**src/rtl/gpio_ctrl.sv**
```systemverilog
// gpio_ctrl: register-mapped GPIO block feeding tri-state pad cells.
// Pads are driven straight from DIR/OUT. Inputs pass a 2-flop synchronizer,
// then per-bit edge detection latches pending bits that raise a level irq.
module gpio_ctrl #(
    parameter int WIDTH = 8
) (
    input  logic             clk,
    input  logic             rst,
    input  logic             sel,
    input  logic             we,
    input  logic [2:0]       addr,
    input  logic [WIDTH-1:0] wdata,
    output logic [WIDTH-1:0] rdata,
    output logic             rvalid,
    output logic             irq,
    output logic [WIDTH-1:0] drive_enable,
    output logic [WIDTH-1:0] drive_value,
    input  logic [WIDTH-1:0] port_value
);

    localparam logic [2:0] ADDR_DIR  = 3'd0;
    localparam logic [2:0] ADDR_OUT  = 3'd1;
    localparam logic [2:0] ADDR_IN   = 3'd2;
    localparam logic [2:0] ADDR_IE   = 3'd3;
    localparam logic [2:0] ADDR_EDGE = 3'd4;
    localparam logic [2:0] ADDR_PEND = 3'd5;

    logic [WIDTH-1:0] dir;
    logic [WIDTH-1:0] out_reg;
    logic [WIDTH-1:0] ie;
    logic [WIDTH-1:0] edge_sel;
    logic [WIDTH-1:0] pend;
    logic [WIDTH-1:0] sync1;
    logic [WIDTH-1:0] sync2;
    logic [WIDTH-1:0] prev;
    logic [1:0]       wu;

    logic             wr_en;
    logic             rd_en;
    logic             armed;
    logic [WIDTH-1:0] hit;
    logic [WIDTH-1:0] w1c;
    logic [WIDTH-1:0] rd_mux;

    assign wr_en        = sel & we;
    assign rd_en        = sel & ~we;
    assign armed        = (wu == 2'd3);
    assign drive_enable = dir;
    assign drive_value  = out_reg;

    // Per-bit edge hit, polarity chosen by EDGE (1 = rising, 0 = falling)
    always_comb begin
        hit = (edge_sel & sync2 & ~prev) | (~edge_sel & ~sync2 & prev);
    end

    // Write-one-to-clear mask, only active on a write to PEND
    always_comb begin
        w1c = '0;
        if (wr_en && addr == ADDR_PEND) begin
            w1c = wdata;
        end
    end

    // Read data selection; unmapped addresses read as zero
    always_comb begin
        rd_mux = '0;
        case (addr)
            ADDR_DIR:  rd_mux = dir;
            ADDR_OUT:  rd_mux = out_reg;
            ADDR_IN:   rd_mux = sync2;
            ADDR_IE:   rd_mux = ie;
            ADDR_EDGE: rd_mux = edge_sel;
            ADDR_PEND: rd_mux = pend;
            default:   rd_mux = '0;
        endcase
    end

    // Writable configuration registers; IN and addresses 6/7 ignore writes
    always_ff @(posedge clk) begin
        if (rst) begin
            dir      <= '0;
            out_reg  <= '0;
            ie       <= '0;
            edge_sel <= '0;
        end else if (wr_en) begin
            case (addr)
                ADDR_DIR:  dir      <= wdata;
                ADDR_OUT:  out_reg  <= wdata;
                ADDR_IE:   ie       <= wdata;
                ADDR_EDGE: edge_sel <= wdata;
                default:   ;
            endcase
        end
    end

    // Two-flop synchronizer plus one history flop for edge detection
    always_ff @(posedge clk) begin
        if (rst) begin
            sync1 <= '0;
            sync2 <= '0;
            prev  <= '0;
        end else begin
            sync1 <= port_value;
            sync2 <= sync1;
            prev  <= sync2;
        end
    end

    // Warm-up counter: hides the fake edges the synchronizer sees as it fills after reset
    always_ff @(posedge clk) begin
        if (rst) begin
            wu <= 2'd0;
        end else if (!armed) begin
            wu <= wu + 2'd1;
        end
    end

    // Pending bits: new hits win over a simultaneous W1C on the same bit
    always_ff @(posedge clk) begin
        if (rst) begin
            pend <= '0;
        end else begin
            pend <= (pend & ~w1c) | (hit & {WIDTH{armed}});
        end
    end

    // Registered read port: rvalid pulses one cycle, rdata holds between reads
    always_ff @(posedge clk) begin
        if (rst) begin
            rdata  <= '0;
            rvalid <= 1'b0;
        end else begin
            rvalid <= rd_en;
            if (rd_en) begin
                rdata <= rd_mux;
            end
        end
    end

    // Level interrupt from enabled pending bits
    always_ff @(posedge clk) begin
        if (rst) begin
            irq <= 1'b0;
        end else begin
            irq <= |(pend & ie);
        end
    end

endmodule
```
**config.mk**
```make
export PLATFORM = sky130hd
export DESIGN_NAME = gpio_ctrl
export DESIGN_NICKNAME = d
export VERILOG_FILES = /design/src/rtl/gpio_ctrl.sv
export SDC_FILE = /design/constraint.sdc
export NUM_CORES = 1
export LEC_CHECK = 0
export ABC_AREA = 1
export CAP_MARGIN = 20
export CELL_PAD_IN_SITES_DETAIL_PLACEMENT = 0
export CELL_PAD_IN_SITES_GLOBAL_PLACEMENT = 1
export CORE_AREA = 2 2 86 88
export DETAILED_ROUTE_END_ITERATION = 7
export DIE_AREA = 0 0 88 90
export DONT_BUFFER_PORTS = 1
export PLACE_DENSITY = 0.82
export SETUP_SLACK_MARGIN = 0.3
export SKIP_LAST_GASP = 1
export SLEW_MARGIN = 10
export SYNTH_ARGS = -nofsm -noshare
export SYNTH_HDL_FRONTEND = slang
export SYNTH_SLANG_ARGS = --single-unit
```
**constraint.sdc**
```tcl
create_clock -name clk -period 3.2 [get_ports clk]
set_input_delay 0.8 -clock clk [delete_from_list [all_inputs] [get_ports clk]]
set_output_delay 0.8 -clock clk [all_outputs]
set_load 0.05 [all_outputs]
```
# Word level (Yosys, flattened, before mapping)
# Cells that the tools add are included.
[totals] reg_bits=76 latch_bits=0 ramBits=0 mem_bits_ro=0 inputBits=23 out_inout_bits=26 elab_cells=44 n_memories=0
[op_classes] addsub=1 multipliers=0 div=0 n_lt_le_gt_ge=0 eq_ne=6 n_shift=0 n_mux=2 bitwise_logic=16 n_reduce_logical=7
[op_table] op="8-bit AND" count=7
[op_table] op="8-bit case mux with 6 select lines" count=1
[op_table] op="8-bit NOT" count=4
[op_table] op="8-bit bitwise OR" count=2
[op_table] op="8-bit two-way mux" count=1
[op_table] op="2-bit AND reduction" count=4
[op_table] op="8-bit OR reduction" count=1
[op_table] op="3-bit by 2-bit equality test with 1-bit output (second input constant)" count=2
[op_table] op="3-bit equality test (second input constant)" count=2
[op_table] op="3-bit by 1-bit equality test with 1-bit output (second input constant)" count=1
[op_table] op="3-bit zero test" count=1
[op_table] op="2-bit by 1-bit adder with 2-bit output (second input constant)" count=1
[op_table] op="1-bit AND" count=2
[op_table] op="2-bit equality test (second input constant)" count=1
[op_table] op="1-bit logical AND" count=1
[op_table] op="1-bit NOT" count=1

# Depth between registers and ports, before layout
[logic_depth] depth_word=6 mapped_depth=8 depth_no_buf=6

# Least setup slack after synthesis
# No wires, ideal clock.
[synth_timing] path_kind="input to register" start="in addr[2]" end="reg ie[0]" setup_time_ns=0.116 t_arrival_ns=1.526 t_required_ns=3.084 path_slack_ns=1.558 cell_stages=8 path_buffers=2 cell_sequence="buf_6 > inv_4 > buf_8 > nand3_2 > nor2_4 > inv_2 > nor2_1 > nor2_1"
[synth_between] elab_chain_cells=2
[synth_rtl] item="start: declaration" line_no="11" source="input logic [2:0] addr,"
[synth_rtl] item="3-bit by 2-bit equality test with 1-bit output" line_no="86" source="case (addr)"
[synth_rtl] item="2-bit AND reduction (no line)"
[synth_rtl] item="end signal: assignment" line_no="89" source="ADDR_IE: ie <= wdata;"
[synth_rtl] item="end: declaration" line_no="30" source="logic [WIDTH-1:0] ie;"
# No other way between the ends.
# A chain may end at the register's enable or synchronous reset.

# Worst setup path in the final report
[layout_timing] start="reg out_reg[2], in the netlist drive_value[2]" end="out drive_value[2]"
[layout_lines] item="start: declaration" line_no="29" source="logic [WIDTH-1:0] out_reg;"
[layout_lines] item="start signal: assignment" line_no="88" source="ADDR_OUT: out_reg <= wdata;"
[layout_lines] item="end: declaration" line_no="17" source="output logic [WIDTH-1:0] drive_value,"
# No word-level cell between the ends.

==> reports/results.ini <==
[layout]
drive_gt1_frac = 0.0750
nFillCells = 732
areaGrowthSynthToFinish_pct = 5.52
antennaDiodeCount = 0
final_area_mm2 = 0.00349
fin_nets = 459
final_cells = 539

[placement]
placed_area_mm2 = 0.00326
dp_slack_ns = 1.40
io_buffers = 0
dp.cells = 523
dp_hpwl_mm = 5.71
gp_congestion = 0.883

[grt]
grt_max_degree = 42
grt-ovfl-total = 0
antenna_found_initial = 0
grt_pass1_wl_mm = 13.3
grt_pass1_vias = 2561
grt_util_all_layers = 0.221

[synthesis]
syn_area_per_cell_um2 = 7.38
synth_top_family_by_area = simple AND/OR/NAND/NOR gates
synthCells = 448
syn_area_mm2 = 0.00331
ys_types = 27
synth_compound_area_frac = 0.127
synth_adder_area_share = 0.00378
yosysSeqAreaShare = 0.460
synthXorXnorAreaFrac = 0.00265
synth_edf_count = 0
yosys_warnings = 0
syn_nets = 472
ys_ff_latch = 76
async_reset_ff_frac = 0
ys.flop_type = dfxtp_1
synthSimpleGateAreaFrac = 0.295
synthMuxAreaShare = 0

[timing]
setup_viol = 0
fin_skew_ns = 0.00829
hold_viol_final = 0
slew_headroom = 0.590
drv_slew = 0
clock.fmax_ghz = 0.535
worst_pin_slew_ns = 0.615
fin_ws_ns = 1.33
finalSetupTns_ns = 0
rsz0062_at_grt = false
fin_crit_sh = 0.585
fin_crit_ns = 1.87

[hold_path]
holdPathEnd = sync2[6]
min_path_cells = 2
hold_start = sync1[6]
hold_class = flip-flop to flip-flop

[detailed_routing]
ant_nets = 0
drt_iter0_drc = 218
drt-pass1-iter-count = 4
drc = 0
vias = 2796
wire_per_inst_um = 15.5
wirelength_mm = 8.33
vias_per_cell = 5.19

[die]
start_util = 0.471
coreArea_mm2 = 0.00702
design.die.area_mm2 = 0.00792
chipWidth_um = 88
die_y_um = 90
ioPinCount = 49
num_rows = 31

[critical_path]
crit_arrival_ns = 1.07
cp.required_ns = 2.40
cp-startpoint = drive_value[2]
crit_path_end_kind = output port
worst_setup_path_start_kind = flip-flop
reg2reg_to = rdata[2]
ff2ff_setup_slack_ns = 1.99
crit_path_max_fanout = 3
rr_worst_depth = 4
reg2reg_from = drive_value[2]
crit_type = flip-flop to output port

[clock_tree]
clkTransAtPathRegs_ns = 0.08
clkLatencyLatePin_ns = 0.35
htree_levels = 3
cts_buffers = 9
clock-sinks = 76
cts_tree = yes
root_buffer = clkbuf_8
ctsResizeCount = 0
hold_buffers = 0
clockBufferDepth = 2
postCtsSetupBuffers = 0

[power]
p_int_mw = 1.48
power.share.switching = 0.254
clock_power_share = 0.420
ir_worst_vdd_uv = 260
p_switching_mw = 0.504
p_comb_frac = 0.055
power_leakage_nw = 1.40
power.density_mw_per_mm2 = 569
p_seq_frac = 0.525

[run]
cap_violations = 0

[status]
outcome = finished clean

[metal layers]
metal / global-route usage / part of all wire / vias up
met5: 0 / 0 / -
met4: 0.103 / 0.024 / 0
met3: 0.0478 / 0.055 / 16
met2: 0.328 / 0.45 / 86
met1: 0.304 / 0.47 / 1273
li1: - / - / 1421
[placed cells by master (no fill, tap or decap)]
cell        count
nand2_1        65
inv_2           6
clkbuf_8       10
o21ai_2         1
nand3_4         2
o21ai_1         3
inv_6           1
clkbuf_1        1
dfxtp_1        76
nand4_1        27
nor3_1          1
bufinv_16       2
xor2_1          1
ha_1            1
nand3_1        25
nor2_2          1
nor2_8          1
nor2_4          3
o21ai_0        45
clkinvlp_4      2
nor2_1         82
inv_4           1
a21oi_1        34
nand2_4         1
inv_1          46
nand3_2         2
[area by class of cell]
cell class	instances	area [um2]	share of cell area
clock buffers	11	141	0.0405
clock inverters	5	83.8	0.0240
inverters	53	201	0.0577
multi-input cells	295	1420	0.406
flip-flops and latches	76	1520	0.436
well taps	99	124	0.0355
[metrics by stage]
stage	util	total power, mW	hold slack (ns)
2_1_floorplan	-	1.18	0.388
3_3_place_gp	0.465	1.17	0.392
3_5_place_dp	0.465	1.18	0.392
4_1_cts	0.497	2.00	0.403
5_1_grt	0.497	2.06	0.413
6_report	0.497	1.99	0.399
[synthesized netlist by cell type, types with 2 or more instances]
master / n / area share
nor2_1: 82 / 0.093
dfxtp_1: 76 / 0.46
nand2_1: 65 / 0.074
inv_1: 46 / 0.052
o21ai_0: 45 / 0.068
a21oi_1: 34 / 0.051
nand4_1: 27 / 0.051
nand3_1: 25 / 0.038
buf_2: 7 / 0.011
buf_6: 7 / 0.024
inv_2: 6 / 0.0068
clkbuf_1: 5 / 0.0057
buf_1: 3 / 0.0034
nor2_4: 3 / 0.010
o21ai_1: 3 / 0.0045
nand3_2: 2 / 0.0061
nand3_4: 2 / 0.011
[cell families after synthesis]
kind of cell    after synthesis
simple gates                210
flops                        76
xor+xnor                      1
buf+inv                      77
compound gates               83
fa+ha+maj                     1
[sequential cells by signal, indices dropped and copies added (netlist names)]
signal	cells
sync2	8
drive_value	8
edge_sel	8
ie	8
prev	8
drive_enable	8
sync1	8
pend	8
wu	2
irq	1
rvalid	1
rdata	8
[how the worst max path moves through the flow]
stage,to,slack [ns],depth (start not counted)
6_report,drive_value[2],1.33,0
2_1_floorplan,ie[0],1.56,8
4_1_cts,drive_value[2],1.30,0
3_3_place_gp,drive_value[4],1.46,6
5_1_grt,drive_value[3],1.28,0
3_5_place_dp,drive_value[3],1.40,6
[power by group through the flow]
stage | clock network (mW) | registers, mW | logic, mW
after floorplan | 0 | 1.06 | 0.119
after global placement | 0 | 1.07 | 0.106
after detailed placement | 0 | 1.07 | 0.109
after CTS | 0.850 | 1.04 | 0.109
after global routing | 0.887 | 1.05 | 0.127
final | 0.834 | 1.04 | 0.109
Power figures use the tool's default switching activity.
